**src/rtl/commit_store_queue_pkg.sv**
```systemverilog
`default_nettype none
// ============================================================================
//  Package     : commit_store_queue_pkg
//  Description : Shared types for the ROB retirement / store queue block.
//  Revision    : 1.0  initial release
// ============================================================================
package commit_store_queue_pkg;

    // Lifecycle of a reorder-buffer entry; only S_EXECUTED entries may retire.
    typedef enum logic [1:0] {
        S_IDLE     = 2'd0,
        S_ISSUED   = 2'd1,
        S_EXECUTED = 2'd2,
        S_SPARE    = 2'd3
    } e_state_t;

    // Access width of a memory operation.
    typedef enum logic [1:0] {
        LDST_BYTE  = 2'd0,
        LDST_HALF  = 2'd1,
        LDST_WORD  = 2'd2,
        LDST_RSVD  = 2'd3
    } ldst_mode_t;

    // One reorder-buffer entry as presented to the retirement logic.
    typedef struct packed {
        e_state_t    e_state;  // execution state
        logic        is_st;    // entry is a store
        logic [4:0]  Dest;     // destination register
        logic [31:0] result;   // result written to the register file
        ldst_mode_t  rwmm;     // store access width
        logic [31:0] A;        // store address
        logic [31:0] Vk;       // store data
    } entry_t;

endpackage
`default_nettype wire

```
**src/rtl/commit_store_queue.sv**
```systemverilog
`default_nettype none
// ============================================================================
//  Module      : commit_store_queue
//  Description : N-wide in-order ROB retirement with a registered store queue
//                draining to data memory over valid/ready, plus load/store
//                word-address overlap detection.
//  Revision    : 1.0  initial release
// ============================================================================
module commit_store_queue
    import commit_store_queue_pkg::*;
#(
    parameter int BUF_SIZE     = 16,
    parameter int COMMIT_WIDTH = 4,
    parameter int MAX_STORES   = 2,
    parameter int SQ_DEPTH     = 4
) (
    input  logic                                  clk,
    input  logic                                  reset,
    input  entry_t [BUF_SIZE-1:0]                 entries,
    input  logic                                  flush,
    output logic [COMMIT_WIDTH-1:0]               is_valid,
    output logic [COMMIT_WIDTH-1:0][4:0]          reg_addr,
    output logic [COMMIT_WIDTH-1:0][31:0]         reg_data,
    output logic [COMMIT_WIDTH-1:0]               is_store,
    output logic [$clog2(COMMIT_WIDTH+1)-1:0]     commit_count,
    output logic                                  mem_req_valid,
    output ldst_mode_t                            mem_req_mode,
    output logic [31:0]                           mem_req_addr,
    output logic [31:0]                           mem_req_data,
    input  logic                                  mem_req_ready,
    input  logic [31:0]                           load_addr,
    output logic                                  load_conflict,
    output logic [$clog2(SQ_DEPTH+1)-1:0]         sq_count,
    output logic                                  sq_empty
);

    localparam int SCW = $clog2(SQ_DEPTH + 1);
    localparam int CCW = $clog2(COMMIT_WIDTH + 1);
    localparam int PW  = (SQ_DEPTH > 1) ? $clog2(SQ_DEPTH) : 1;

    // Queue state
    logic [PW-1:0]        head_q;
    logic [PW-1:0]        tail_q;
    logic [SCW-1:0]       count_q;
    logic [SQ_DEPTH-1:0]  valid_q;
    ldst_mode_t           mode_q [SQ_DEPTH];
    logic [31:0]          addr_q [SQ_DEPTH];
    logic [31:0]          data_q [SQ_DEPTH];

    // Retirement decode results
    logic [SCW-1:0]                  free_w;
    logic [SCW-1:0]                  n_st_w;
    logic [COMMIT_WIDTH-1:0][PW-1:0] enq_idx_w;
    logic                            ok_w;
    logic                            blocked_w;
    logic                            deq_w;

    // Walk the head slots in age order; the first slot that cannot retire
    // (not executed, or a store beyond either store limit) stops all younger ones.
    // Free space is taken from the registered count only, so a dequeue this
    // cycle never makes room for a store retiring in the same cycle.
    always_comb begin
        is_valid     = '0;
        is_store     = '0;
        reg_addr     = '0;
        reg_data     = '0;
        commit_count = '0;
        n_st_w       = '0;
        enq_idx_w    = '0;
        blocked_w    = 1'b0;
        ok_w         = 1'b0;
        free_w       = SCW'(SQ_DEPTH) - count_q;
        for (int i = 0; i < COMMIT_WIDTH; i++) begin
            ok_w = !blocked_w && !flush && !reset && (entries[i].e_state == S_EXECUTED);
            if (entries[i].is_st && ((n_st_w >= SCW'(MAX_STORES)) || (n_st_w >= free_w))) begin
                ok_w = 1'b0;
            end
            if (ok_w) begin
                is_valid[i]  = 1'b1;
                reg_addr[i]  = entries[i].Dest;
                reg_data[i]  = entries[i].result;
                commit_count = commit_count + CCW'(1);
                if (entries[i].is_st) begin
                    is_store[i]  = 1'b1;
                    enq_idx_w[i] = tail_q + PW'(n_st_w);
                    n_st_w       = n_st_w + SCW'(1);
                end
            end else begin
                blocked_w = 1'b1;
            end
        end
    end

    assign mem_req_valid = (count_q != '0);
    assign deq_w         = mem_req_valid && mem_req_ready;
    assign mem_req_mode  = mem_req_valid ? mode_q[head_q] : LDST_WORD;
    assign mem_req_addr  = mem_req_valid ? addr_q[head_q] : 32'd0;
    assign mem_req_data  = mem_req_valid ? data_q[head_q] : 32'd0;
    assign sq_count      = count_q;
    assign sq_empty      = (count_q == '0);

    // Pointer, occupancy and per-entry valid tracking; reset discards pending stores.
    // An enqueue never targets the slot being dequeued, since it only fills free slots.
    always_ff @(posedge clk) begin
        if (reset) begin
            head_q  <= '0;
            tail_q  <= '0;
            count_q <= '0;
            valid_q <= '0;
        end else begin
            if (deq_w) begin
                valid_q[head_q] <= 1'b0;
                head_q          <= head_q + PW'(1);
            end
            for (int i = 0; i < COMMIT_WIDTH; i++) begin
                if (is_store[i]) begin
                    valid_q[enq_idx_w[i]] <= 1'b1;
                end
            end
            tail_q  <= tail_q + PW'(n_st_w);
            count_q <= count_q + n_st_w - SCW'(deq_w);
        end
    end

    // Store payload capture; contents are only observed through valid entries.
    always_ff @(posedge clk) begin
        for (int i = 0; i < COMMIT_WIDTH; i++) begin
            if (is_store[i]) begin
                mode_q[enq_idx_w[i]] <= entries[i].rwmm;
                addr_q[enq_idx_w[i]] <= entries[i].A;
                data_q[enq_idx_w[i]] <= entries[i].Vk;
            end
        end
    end

    // Word-granular overlap between the issuing load and any queued store.
    always_comb begin
        load_conflict = 1'b0;
        for (int j = 0; j < SQ_DEPTH; j++) begin
            if (valid_q[j] && (addr_q[j][31:2] == load_addr[31:2])) begin
                load_conflict = 1'b1;
            end
        end
    end

    // ROB slots beyond the retire window and the byte offset of the load are not examined.
    generate
        if (BUF_SIZE > COMMIT_WIDTH) begin : g_unused_slots
            logic unused_w;
            assign unused_w = ^{entries[BUF_SIZE-1:COMMIT_WIDTH], load_addr[1:0]};
        end else begin : g_unused_off
            logic unused_w;
            assign unused_w = ^load_addr[1:0];
        end
    endgenerate

endmodule
`default_nettype wire

```
**config.mk**
```make
export PLATFORM = sky130hd
export DESIGN_NAME = commit_store_queue
export DESIGN_NICKNAME = d
export VERILOG_FILES = /design/src/rtl/commit_store_queue_pkg.sv /design/src/rtl/commit_store_queue.sv
export SDC_FILE = /design/constraint.sdc
export NUM_CORES = 1
export LEC_CHECK = 0
export BUFFER_PORTS_ARGS = -buffer_cell sky130_fd_sc_hd__clkbuf_2
export CAP_MARGIN = 20
export CORE_AREA = 2 2 771 773
export DETAILED_ROUTE_END_ITERATION = 10
export DIE_AREA = 0 0 773 775
export SLEW_MARGIN = 20
export SYNTH_ARGS = -nofsm -noshare
export SYNTH_HDL_FRONTEND = slang
export SYNTH_SLANG_ARGS = --single-unit
```
**constraint.sdc**
```tcl
create_clock -name clk -period 7.91 [get_ports clk]
set_input_delay 1.1865 -clock clk [delete_from_list [all_inputs] [get_ports clk]]
set_output_delay 1.1865 -clock clk [all_outputs]
set_load 0.02 [all_outputs]
```
# == Word-level counts from Yosys, hierarchy flattened ==
# Memories as Yosys holds them, arrays and structs flattened. A register that Yosys moved wholly into a read port is not among the register bits.
# Cells that the tools add are included.
# op_classes
n_addsub,14
magnitude_cmp,17
n_eq_ne,8
mux,87
bitwise,6
n_reduce_logical,34
# op_table
op,count
two-way mux 32 bit,6
== test 30 bit,4
two-way mux 1 bit,39
two-way mux 4 bit,9
two-way mux 2 bit,15
two-way mux 3 bit,9
logical AND 1 bit,25
two-way mux 5 bit,4
adder 3 x 1 -> 3 bit (second input constant),6
OR 4 bit,4
< comparator 2 x 3 -> 1 bit (second input constant),5
demux 1 bit (select 2 bit),5
>= comparator 2 x 1 -> 1 bit (second input constant),5
>= comparator 3 x 2 -> 1 bit (second input constant),3
>= comparator 3 bit,3
adder 2 bit,4
== test 2 bit (second input constant),4
AND 4 bit,1
zero test 1 bit,4
NOT 4 bit,1
adder 3 bit,1
>= comparator 1 x 3 -> 1 bit (first input constant),1
zero test 3 bit,1
logical OR 1 bit,3
4 further kinds,4
# word_totals
reg_bits,11
ram_bits,264
input_bits,1732
output_inout_bits,231
memories,3
# memory_table
memory,depth,word_bits,read_ports,rd_clocked_by_memory_dff,write_ports,line,source
addr_q,4,32,5,1,4,commit_store_queue.sv:47,logic [31:0] addr_q [SQ_DEPTH];
data_q,4,32,1,1,4,commit_store_queue.sv:48,logic [31:0] data_q [SQ_DEPTH];
mode_q,4,2,1,1,4,commit_store_queue.sv:46,ldst_mode_t mode_q [SQ_DEPTH];

# == Longest topological paths before layout ==
# Gate-level depths: netlist (run 1).
# depth
word_depth,28
depth_mapped,32

# == Worst setup path before layout (run 1) ==
# No wires, ideal clock.
# synth_timing
path_type,input to register
start,input port flush
end,memory addr_q[2][0] (enable)
arrival_time_ns,8.078
slack_ns,-0.603
stages,23
path_cell_list,or2_1 -> buf_2 -> a311oi_4 -> nand2_1 -> ha_1 -> nor2b_1 -> nor2_2 -> nor3_1 -> clkbuf_1 -> ha_1 -> nand4b_1 -> nor2_1 -> nand2_1 -> nor3_1 -> xnor2_1 -> ha_1 -> nand2b_1 -> a31o_2 -> nor4_4 -> nand4b_2 -> buf_4 -> buf_4 -> nand3_1
# synth_lines
element,line,source
start: declaration,commit_store_queue.sv:20,"input logic flush,"
end: declaration,commit_store_queue.sv:47,

# == Worst setup path after layout (run 1) ==
# layout_timing
start,"register count_q[0], in the netlist sq_count[0]"
end,output port commit_count[1]
# layout_via
elab_chain_cells,22
word_cells_on_any_way,47
# layout_rtl
element,line,source
start: declaration,commit_store_queue.sv:44,logic [SCW-1:0] count_q;
start signal: assignment,commit_store_queue.sv:121,count_q <= count_q + n_st_w - SCW'(deq_w);
subtractor 3 bit (*),commit_store_queue.sv:72,free_w = SCW'(SQ_DEPTH) - count_q;
branches (longest 20 deep; another with >= comparator 1 x 3 -> 1 bit),-,
two-way mux 3 bit (*),commit_store_queue.sv:78,if (ok_w) begin
end: declaration,commit_store_queue.sv:25,"output logic [$clog2(COMMIT_WIDTH+1)-1:0] commit_count,"
# Every way passes the cells marked *.

==> results of run 1 <==
metrics by stage:
stage          power, mW  cell area (µm²)
6_report            5.98            38500
4_1_cts             6.27            38400
5_1_grt             6.33            38500
3_5_place_dp        4.52            37200
3_3_place_gp        4.52            37200
2_1_floorplan       2.93            23800
per-layer routing:
metal / up-vias / global-route usage, %
li1: 8287 / -
met1: 9505 / 6.76
met2: 1168 / 12.4
met3: 521 / 4.94
met4: 178 / 3.53
met5: - / 0
how the worst min path moves through the flow:
stage | startpoint | endpoint | slack, ns
finish | head_q[0] | flop | 0.61
detailed placement | head_q[0] | flop | 0.59
global placement | head_q[0] | flop | 0.59
CTS | head_q[0] | flop | 0.61
floorplan | valid_q[0] | valid_q[0] | 0.46
global route | head_q[0] | flop | 0.65
report_power, final:
part / switching [mW] / internal (mW) / leakage (nW)
Combinational: 1.78 / 0.809 / 9.06
Sequential: 0.0557 / 1.64 / 2.48
Clock: 0.732 / 0.975 / 0.580
Total: 2.56 / 3.42 / 12.1
registers in the layout, indices dropped and copies added (netlist names), named ones only:
register,cells
sq_count,3
addr_q,128
tail_q,2
mode_q,8
data_q,128
valid_q,4
head_q,2
cells by family after synthesis:
kind of cell	after synthesis	share of synthesized area [%]
buf+inv	174	4.08
fa+ha+maj	24	1.30
xor+xnor	132	4.86
simple gates	337	9.08
flops	277	34.5
other cells	1	0.0158
mux	860	44.9
compound gates	36	1.33
cell usage after synthesis (all sizes together) (2+ instances only):
cell type and instances:
mux2 794, edfxtp 264, and2 144, buf 100, xnor2 84, and3 74, mux4 66, clkbuf 57
xor2 48, nand4 29, ha 23, nor4 18, inv 17, nand2 17, nor2 14, dfxtp 13
a31oi 6, nand2b 5, nand3 5, nor2b 5, a211oi 4, nor3 4, a21oi 3, a41oi 3
nand3b 3, nand4b 3, o211ai 3, or2 3, a311oi 2, a31o 2, nor3b 2, nor4b 2
o31ai 2, or3 2, or4 2, or4b 2
cell type report:
| class | count | area, µm² | area share [%] |
|---|---|---|---|
| Tap cell | 7837 | 9810 | 25.5 |
| Clock inverter | 19 | 236 | 0.614 |
| Timing Repair Buffer | 726 | 4370 | 11.3 |
| Clock buffer | 46 | 960 | 2.49 |
| Sequential cell | 277 | 8200 | 21.3 |
| Multi-Input combinational cell | 1390 | 14800 | 38.4 |
| Antenna cell | 39 | 97.6 | 0.253 |
| Inverter | 17 | 66.3 | 0.172 |
worst max-delay path, delay by kind of cell, from the launching register on:
family / cells / cell delay [ns]
compound gates: 3 / 0.82
xor+xnor: 1 / 0.29
fa+ha+maj: 5 / 1.45
buf+inv: 2 / 0.38
flops: 1 / 0.42
mux: 1 / 0.36
simple gates: 10 / 1.91
==> summary.txt, run 1 <==
Detailed routing
  – WL met2: 106000 µm
  – Routed len/inst: 22.0 µm
  – Residual DRC: 0
  – First-iteration detailed-routing DRC count: 1216
  – DRT Pass-1 Iters: 5
  – WL met1: 71700 µm
  – Highest metal used: met5
  – Routed wire length: 227000 µm
  – Met3 WL: 34500 µm
  – Vias per inst: 1.90
  – Post-DRT Antenna Nets: 0
  – Vias: 19700

Setup path
  – Critical Path Source Type: flop
  – R2R setup slack: 1.08 ns
  – CP arrival: 6.26 ns
  – Crit path required time: 6.72 ns
  – Most frequent CP cell: ha_1
  – RR Startpoint: sq_count[0]
  – CP endpoint: commit_count[1]
  – CP Capture Type: primary output
  – CP Launch Point: sq_count[0]
  – Worst r2r path cells: 30
  – CP max FO: 7
  – Critical-path top delay cell: dfxtp_2
  – Crit path kind: reg2out
  – Crit-path cells: inv_1, ha_1, ha_1, a311oi_4, nand2_1, ha_1, nor2b_1, nor2_2, nor3_2, ha_1, nand4b_1, nor2_2, nand2_1, nor3_2, xnor2_1, ha_1, nand2b_1, a31o_2, o31ai_4, and2_1, mux2_2, clkbuf_2
  – R2r endpoint: sq_count[2]
  – Crit-path max cell delay: 0.42 ns

Placed design
  – Hpwl dp: 199000 µm
  – PortBufs: 688
  – Placement Setup Slack: 0.431 ns
  – Dpl cells: 10200
  – Placer Congestion: 0.939

Floorplan
  – Core Area: 592000 µm²
  – Initial Utilization: 4.02%
  – Die Span Y: 775 µm
  – Top-Level Pins: 1963
  – DIE AREA: 599000 µm²
  – Die extent in x: 773 µm
  – # rows: 283

Timing
  – Final number of setup-violating endpoints: 0
  – Final hold violation count: 0
  – Worst slew pin tran: 1.03 ns
  – Final WS setup: 0.461 ns
  – F_max: 134 MHz
  – Fin. max-slew vios: 0
  – Slew margin rel.: 31.6%
  – Hold slack final: 0.607 ns
  – Fin crit share: 94.2%
  – Tmin final: 7.45 ns
  – RSZ-0062 raised after global routing: no
  – Setup TNS: 0 ns
  – Layout Skew: 0.0330 ns

Logic synthesis
  – #FFs+latches synth: 277
  – Synth Cell Area: 23800 µm²
  – Most common flop cell mapped by yosys: edfxtp_1
  – Post-synthesis cell type count: 68
  – Yosys synthesis warning count: 0
  – Post-synth EDFFs: 264
  – Cell taking the most area after synthesis: edfxtp_1
  – Post-Syn Instances: 1841
  – Seq/Total Area, Yosys: 34.5%
  – Synthesized Nets: 3597
  – Most area-consuming cells after synthesis: edfxtp_1 (33%), mux2_2 (27%), mux2_1 (7.4%)
  – Mean post-synth cell area: 12.9 µm²
  – FFs w/ async S/R, synth: 0%
  – Synth top area share: 33.4%

Clocking
  – Clock slew at reported path FFs: 0.06 ns
  – CTS Buf Count: 37
  – CTS-repair resized insts: 0
  – CTS sink count: 277
  – Latest clock arrival within the worst-skew pair: 0.63 ns
  – CTS Hold Bufs: 0
  – CTS max path bufs: 3
  – CTS tree: done
  – Root buf cell: clkbuf_16
  – H-tree Lvls: 2
  – Setup bufs post-CTS: 0

Run status
  – Status: complete, no violations

Final layout
  – Core Util, Final: 6.51%
  – Fill count: 69100
  – Final instance count without filler cells: 10400
  – Syn-to-layout area delta: 62.0%
  – Layout cells sized above 1: 61.5%
  – Commonest non-fill, non-tap cell in the layout: clkbuf_2
  – Most frequent cells in the layout: clkbuf_2 (652), mux2_2 (574), edfxtp_1 (264), mux2_1 (156), and2_1 (143)
  – Post-layout net count: 4205

Global routing
  – Vias in the first global route: 19200
  – Pin count of the biggest net entering global routing: 68
  – Tot GR Track Use: 7.32%
  – Global-route wire length before repair: 270000 µm
  – Grt total ovfl: 0
  – Initial antenna violation count: 220

Run
  – Max Cap Viol: 0

Pwr
  – Max IR drop VDD: 0.149 mV
  – P per Cell Area: 155 nW/µm²
  – Leakage power: 12.1 nW

Min path
  – Worst Hold Depth: 2
  – Hold Crit Class: reg2reg
No activity file was read; power rests on OpenSTA's default activity.
==> run 2: changes to the inputs <==
- PLACE_DENSITY: not set -> 0.3
- RECOVER_POWER: not set -> 25
==> summary.txt, run 2 (same netlist as run 1, synthesis figures left out) <==
Run status
  – Status: finished with violations
  – Failing checks: max-capacitance violations, max-slew violations

Clocking
  – H-tree Lvls: 2 (unchanged)
  – CTS Buf Count: 41 (+11%)
  – CTS sink count: 277 (unchanged)
  – Latest clock arrival within the worst-skew pair: 0.64 ns (about the same)
  – Setup bufs post-CTS: 0 (unchanged)
  – CTS max path bufs: 3 (unchanged)
  – Clock slew at reported path FFs: 0.06 ns (about the same)
  – CTS-repair resized insts: 0 (unchanged)
  – Root buf cell: clkbuf_16
  – CTS Hold Bufs: 0 (unchanged)
  – CTS tree: done

Placed design
  – PortBufs: 688 (unchanged)
  – Placer Congestion: 0.946 (+0.75%)
  – Placed cell area: 37100 µm² (-0.32%)
  – Hpwl dp: 181000 µm (-9.4%)
  – Dpl cells: 10300 (+0.24%)
  – Placement Setup Slack: 0.513 ns (+0.0813 ns)

Pwr
  – Part of the power in combinational logic: 41.6% (-1.6 points)
  – Switching pwr: 2.66 mW (+3.8%)
  – Sw frac: 42.0% (-0.83 points)
  – Leakage power: 12.0 nW (-1.2%)
  – P per Cell Area: 165 nW/µm² (+6.2%)
  – Design Power: 6.33 mW (+5.9%)
  – Seq pwr share: 27.0% (-1.3 points)
  – Clock Power Share: 31.4% (+2.9 points)
  – Max IR drop VDD: 0.137 mV (-7.9%)
  – Internal power: 3.67 mW (+7.4%)

Final layout
  – Most frequent cells in the layout: clkbuf_2 (641), mux2_2 (574), edfxtp_1 (264), mux2_1 (156), and2_0 (91)
  – Commonest non-fill, non-tap cell in the layout: clkbuf_2
  – Fin area: 38400 µm² (-0.32%)
  – Syn-to-layout area delta: 61.5%
  – Post-layout net count: 4234 (+0.69%)
  – Core Util, Final: 6.49% (-0.021 points)
  – Final instance count without filler cells: 10400 (+0.35%)
  – Fill count: 69200 (+0.033%)
  – Layout cells sized above 1: 59.6% (-1.9 points)

Setup path
  – Crit-path max cell delay: 0.42 ns (about the same)
  – CP Capture Type: primary output
  – Delay-heaviest family, CP: simple AND/OR/NAND/NOR gates
  – Crit path kind: in2out
  – CP Launch Point: flush
  – CP max FO: 29 (+22)
  – Critical Path Source Type: input port
  – RR Startpoint: sq_count[1]
  – Critical-path top delay cell: or2_1
  – R2R setup slack: 0.93 ns (-0.15 ns)
  – Crit path required time: 6.72 ns (about the same)
  – CP bufs+invs: 5 (+3)
  – Crit-path cells: clkbuf_2, or2_1, a311oi_4, nand2_1, ha_1, nor2b_1, nor2_2, nor3_1, ha_1, nand4b_1, nor2_1, nand2_1, nor3_2, xnor2_1, ha_1, nand2b_1, a31o_1, o31ai_4, buf_12, buf_12, buf_12, and3_1, clkbuf_2
  – CP arrival: 6.10 ns (-0.16 ns)

Detailed routing
  – Routed wire length: 219000 µm (-3.6%)
  – Residual DRC: 0 (unchanged)
  – Routed len/inst: 21.1 µm (-4.0%)
  – Vias: 19600 (-0.20%)
  – DRT Pass-1 Iters: 6 (+1)
  – Vias per inst: 1.89 (-0.54%)
  – First-iteration detailed-routing DRC count: 1064 (-13%)
  – Post-DRT Antenna Nets: 0 (unchanged)

Global routing
  – Grt total ovfl: 0 (unchanged)
  – Global-route wire length before repair: 266000 µm (-1.6%)
  – Tot GR Track Use: 7.06% (-0.26 points)
  – Pin count of the biggest net entering global routing: 69 (+1.5%)
  – Vias in the first global route: 20400 (+6.2%)
  – Initial antenna violation count: 183 (-17%)

Timing
  – F_max: 137 MHz (+2.3%)
  – Final hold violation count: 0 (unchanged)
  – Setup TNS: 0 ns (unchanged)
  – Layout Skew: 0.0150 ns (-0.0180 ns)
  – Worst slew pin tran: 2.69 ns (+1.66 ns)
  – Fin. max-slew vios: 98 (+98)
  – Hold slack final: 0.552 ns (-0.0550 ns)
  – Fin crit share: 92.1% (-2.1 points)
  – Final WS setup: 0.626 ns (+0.165 ns)
  – Slew margin rel.: -79.3% (-110 points)
  – Final number of setup-violating endpoints: 0 (unchanged)
  – RSZ-0062 raised after global routing: no
  – Tmin final: 7.28 ns (-0.165 ns)

Floorplan
  – # rows: 283 (unchanged)
  – Initial Utilization: 4.02% (unchanged)
  – Top-Level Pins: 1963 (unchanged)
  – DIE AREA: 599000 µm² (unchanged)
  – Die extent in x: 773 µm (unchanged)
  – Core Area: 592000 µm² (unchanged)
  – Die Span Y: 775 µm (unchanged)

Min path
  – Hold Crit Class: reg2reg
  – Worst Min Path Start: valid_q[3]

Run
  – Max Cap Viol: 3 (+3)
[run 2: power groups by stage]
stage | Sequential, mW | Clock [mW] | Combinational, mW
floorplan | 1.69 | 0 | 1.24
global placement | 1.75 | 0 | 2.94
detailed placement | 1.75 | 0 | 2.91
CTS | 1.72 | 2.07 | 2.93
global route | 1.72 | 2.11 | 2.89
finish | 1.71 | 1.99 | 2.64
[run 2: final timing paths]
kind / to / cells past startpoint
setup / recovery: reg_addr[17] / 23
hold reg to reg: valid_q[3] / 2
setup reg to reg: data_q[1][28] / 24
hold / removal: valid_q[3] / 2
[run 2: cell type report]
class                      instances  area [µm²]  area share, %
timing repair buffer             751        4130           10.8
tap                             7837        9810           25.5
inverter                          17        65.1          0.169
antenna                           42         105          0.274
multi-input combinational       1390       14700           38.2
clock inverter                    25         344          0.896
sequential                       277        8190           21.3
clock buffer                      48        1070           2.80
[run 2: tightest hold or removal path, cell delays in order, from the launching register on]
cell     delay [ns]
dfxtp_1        0.35
nand2_1        0.07
a31oi_1        0.07
[run 2: metal layers]
layer	vias to the layer above	track usage, %	wire (µm)
met3	383	3.10	23400
met2	983	12.3	106000
met1	9823	7.57	80200
met4	90	2.48	9510
met5	-	0	552
li1	8341	-	-
==> run 3: changes to the inputs <==
- PLACE_DENSITY: 0.3 -> not set
- REMOVE_ABC_BUFFERS: not set -> 1
==> summary.txt, run 3 (same netlist as run 1, synthesis figures left out) <==
Run status
  – Status: finished with violations
  – Failing checks: max-capacitance violations, max-slew violations

Timing
  – Final number of setup-violating endpoints: 0 (unchanged)
  – Worst slew pin tran: 3.19 ns (+0.500 ns)
  – Final hold violation count: 0 (unchanged)
  – Fin. max-slew vios: 265 (+170%)
  – F_max: 131 MHz (-4.5%)
  – Layout Skew: 0.0417 ns (+0.0267 ns)
  – Setup TNS: 0 ns (unchanged)
  – Hold slack final: 0.501 ns (-0.0511 ns)
  – Fin crit share: 96.4% (+4.3 points)
  – Tmin final: 7.62 ns (+0.340 ns)
  – Slew margin rel.: -112% (-33 points)
  – RSZ-0062 raised after global routing: no

Detailed routing
  – Routed wire length: 236000 µm (+7.6%)
  – Routed len/inst: 22.7 µm (+7.4%)
  – First-iteration detailed-routing DRC count: 1137 (+6.9%)
  – Post-DRT Antenna Nets: 0 (unchanged)
  – Vias: 19500 (-0.37%)
  – DRT Pass-1 Iters: 5 (-1)
  – Vias per inst: 1.88 (-0.53%)
  – Residual DRC: 0 (unchanged)

Global routing
  – Tot GR Track Use: 7.57% (+0.51 points)
  – GR Util met1: 8.32% (+0.75 points)
  – Pin count of the biggest net entering global routing: 68 (-1.4%)
  – GR Util met2: 11.7% (-0.62 points)
  – Vias in the first global route: 19000 (-6.9%)
  – Top Usage Layer GRT: met2
  – Initial antenna violation count: 252 (+38%)
  – Global routing usage on met3: 5.81% (+2.7 points)
  – Grt total ovfl: 0 (unchanged)
  – Global-route wire length before repair: 278000 µm (+4.8%)

Pwr
  – Internal power: 3.41 mW (-7.3%)
  – Clock Power Share: 30.2% (-1.2 points)
  – Max IR drop VDD: 0.156 mV (+14%)
  – P per Cell Area: 149 nW/µm² (-10%)
  – Part of the power in combinational logic: 40.6% (-1.0 points)
  – Sw frac: 40.7% (-1.3 points)
  – Seq pwr share: 29.3% (+2.3 points)
  – Switching pwr: 2.34 mW (-12%)
  – Leakage power: 11.8 nW (-1.3%)

Final layout
  – Fill count: 69100 (-0.12%)
  – Syn-to-layout area delta: 62.6%
  – Post-layout net count: 4219 (-0.35%)
  – Most frequent cells in the layout: mux2_2 (574), clkbuf_2 (557), edfxtp_1 (264), mux2_1 (156), clkbuf_1 (100)
  – Commonest non-fill, non-tap cell in the layout: mux2_2
  – Fin area: 38700 µm² (+0.70%)
  – Layout cells sized above 1: 57.6% (-1.9 points)
  – Final instance count without filler cells: 10400 (+0.16%)

Placed design
  – Placed cell area: 37500 µm² (+1.1%)
  – Dpl cells: 10300 (-0.11%)
  – PortBufs: 688 (unchanged)
  – Hpwl dp: 206000 µm (+14%)
  – Placer Congestion: 0.759 (-20%)

Min path
  – Hold Crit Class: reg2reg

Floorplan
  – # rows: 283 (unchanged)
  – DIE AREA: 599000 µm² (unchanged)
  – Initial Utilization: 4.02% (unchanged)
  – Die extent in x: 773 µm (unchanged)
  – Die Span Y: 775 µm (unchanged)
  – Top-Level Pins: 1963 (unchanged)
  – Core Area: 592000 µm² (unchanged)

Clocking
  – H-tree Lvls: 2 (unchanged)
  – CTS max path bufs: 3 (unchanged)
  – CTS tree: done
  – Root buf cell: clkbuf_16
  – Latest clock arrival within the worst-skew pair: 0.63 ns (about the same)
  – CTS Hold Bufs: 0 (unchanged)
  – CTS Buf Count: 37 (-9.8%)
  – CTS sink count: 277 (unchanged)
  – Clock slew at reported path FFs: 0.07 ns (about the same)

Setup path
  – CP arrival: 6.44 ns (+0.34 ns)
  – CP Capture Type: primary output
  – Critical Path Source Type: flop
  – Crit path required time: 6.72 ns (about the same)
  – Crit path kind: reg2out
  – CP max FO: 34 (+17%)

Run
  – Max Cap Viol: 7 (+4)
## run 3: per-stage QoR
step | setup slack (ns) | utilization, % | power [mW]
after floorplan | -4.73 | - | 2.90
after global placement | 0.537 | 6.33 | 4.12
after detailed placement | 0.500 | 6.34 | 4.12
after CTS | 0.288 | 6.54 | 5.89
after global routing | 0.0513 | 6.51 | 6.01
final | 0.286 | 6.53 | 5.74
## run 3: path summary, 6_finish.rpt
path | slack, ns | end | start | cells after the start
max | 0.29 | mem_req_data[22] | flop | 4
min | 0.50 | valid_q[0] | valid_q[0] | 2
max reg2reg | 0.50 | data_q[1][7] | sq_count[0] | 23
min reg2reg | 0.50 | valid_q[0] | valid_q[0] | 2
## run 3: timing repair
item / 4_1_cts / 5_1_grt
resized for setup: 0 / 1
endpoints found under the setup margin: 0 / 2
buffers inserted: 0 / 0
## run 3: power groups by stage
stage          registers, mW  clock network [mW]  logic, mW
6_report                1.68                1.73       2.33
5_1_grt                 1.69                1.82       2.50
4_1_cts                 1.68                1.78       2.42
3_5_place_dp            1.71                   0       2.41
3_3_place_gp            1.71                   0       2.41
2_1_floorplan           1.77                   0       1.14
## run 3: metal layers
| layer | routed length [µm] | vias up |
|---|---|---|
| met5 | 689 | - |
| met4 | 4890 | 104 |
| met3 | 39000 | 270 |
| met2 | 101000 | 1043 |
| met1 | 90000 | 9775 |
| li1 | - | 8355 |
## run 3: area by class of cell
cell class,count,area (µm²),share of cell area (%)
Clock inverter,25,256,0.664
Sequential cell,277,8190,21.2
Multi-Input combinational cell,1390,14700,38.1
Timing Repair Buffer,740,4470,11.6
Clock buffer,42,945,2.44
Inverter,17,65.1,0.168
Tap cell,7837,9810,25.4
Antenna cell,76,190,0.492
## run 3: critical path, stage by stage (launching register included)
cell and delay [ns]:
dfxtp_1 1.95, clkbuf_1 2.29, mux4_2 0.82, and2_1 0.18, clkbuf_1 0.53
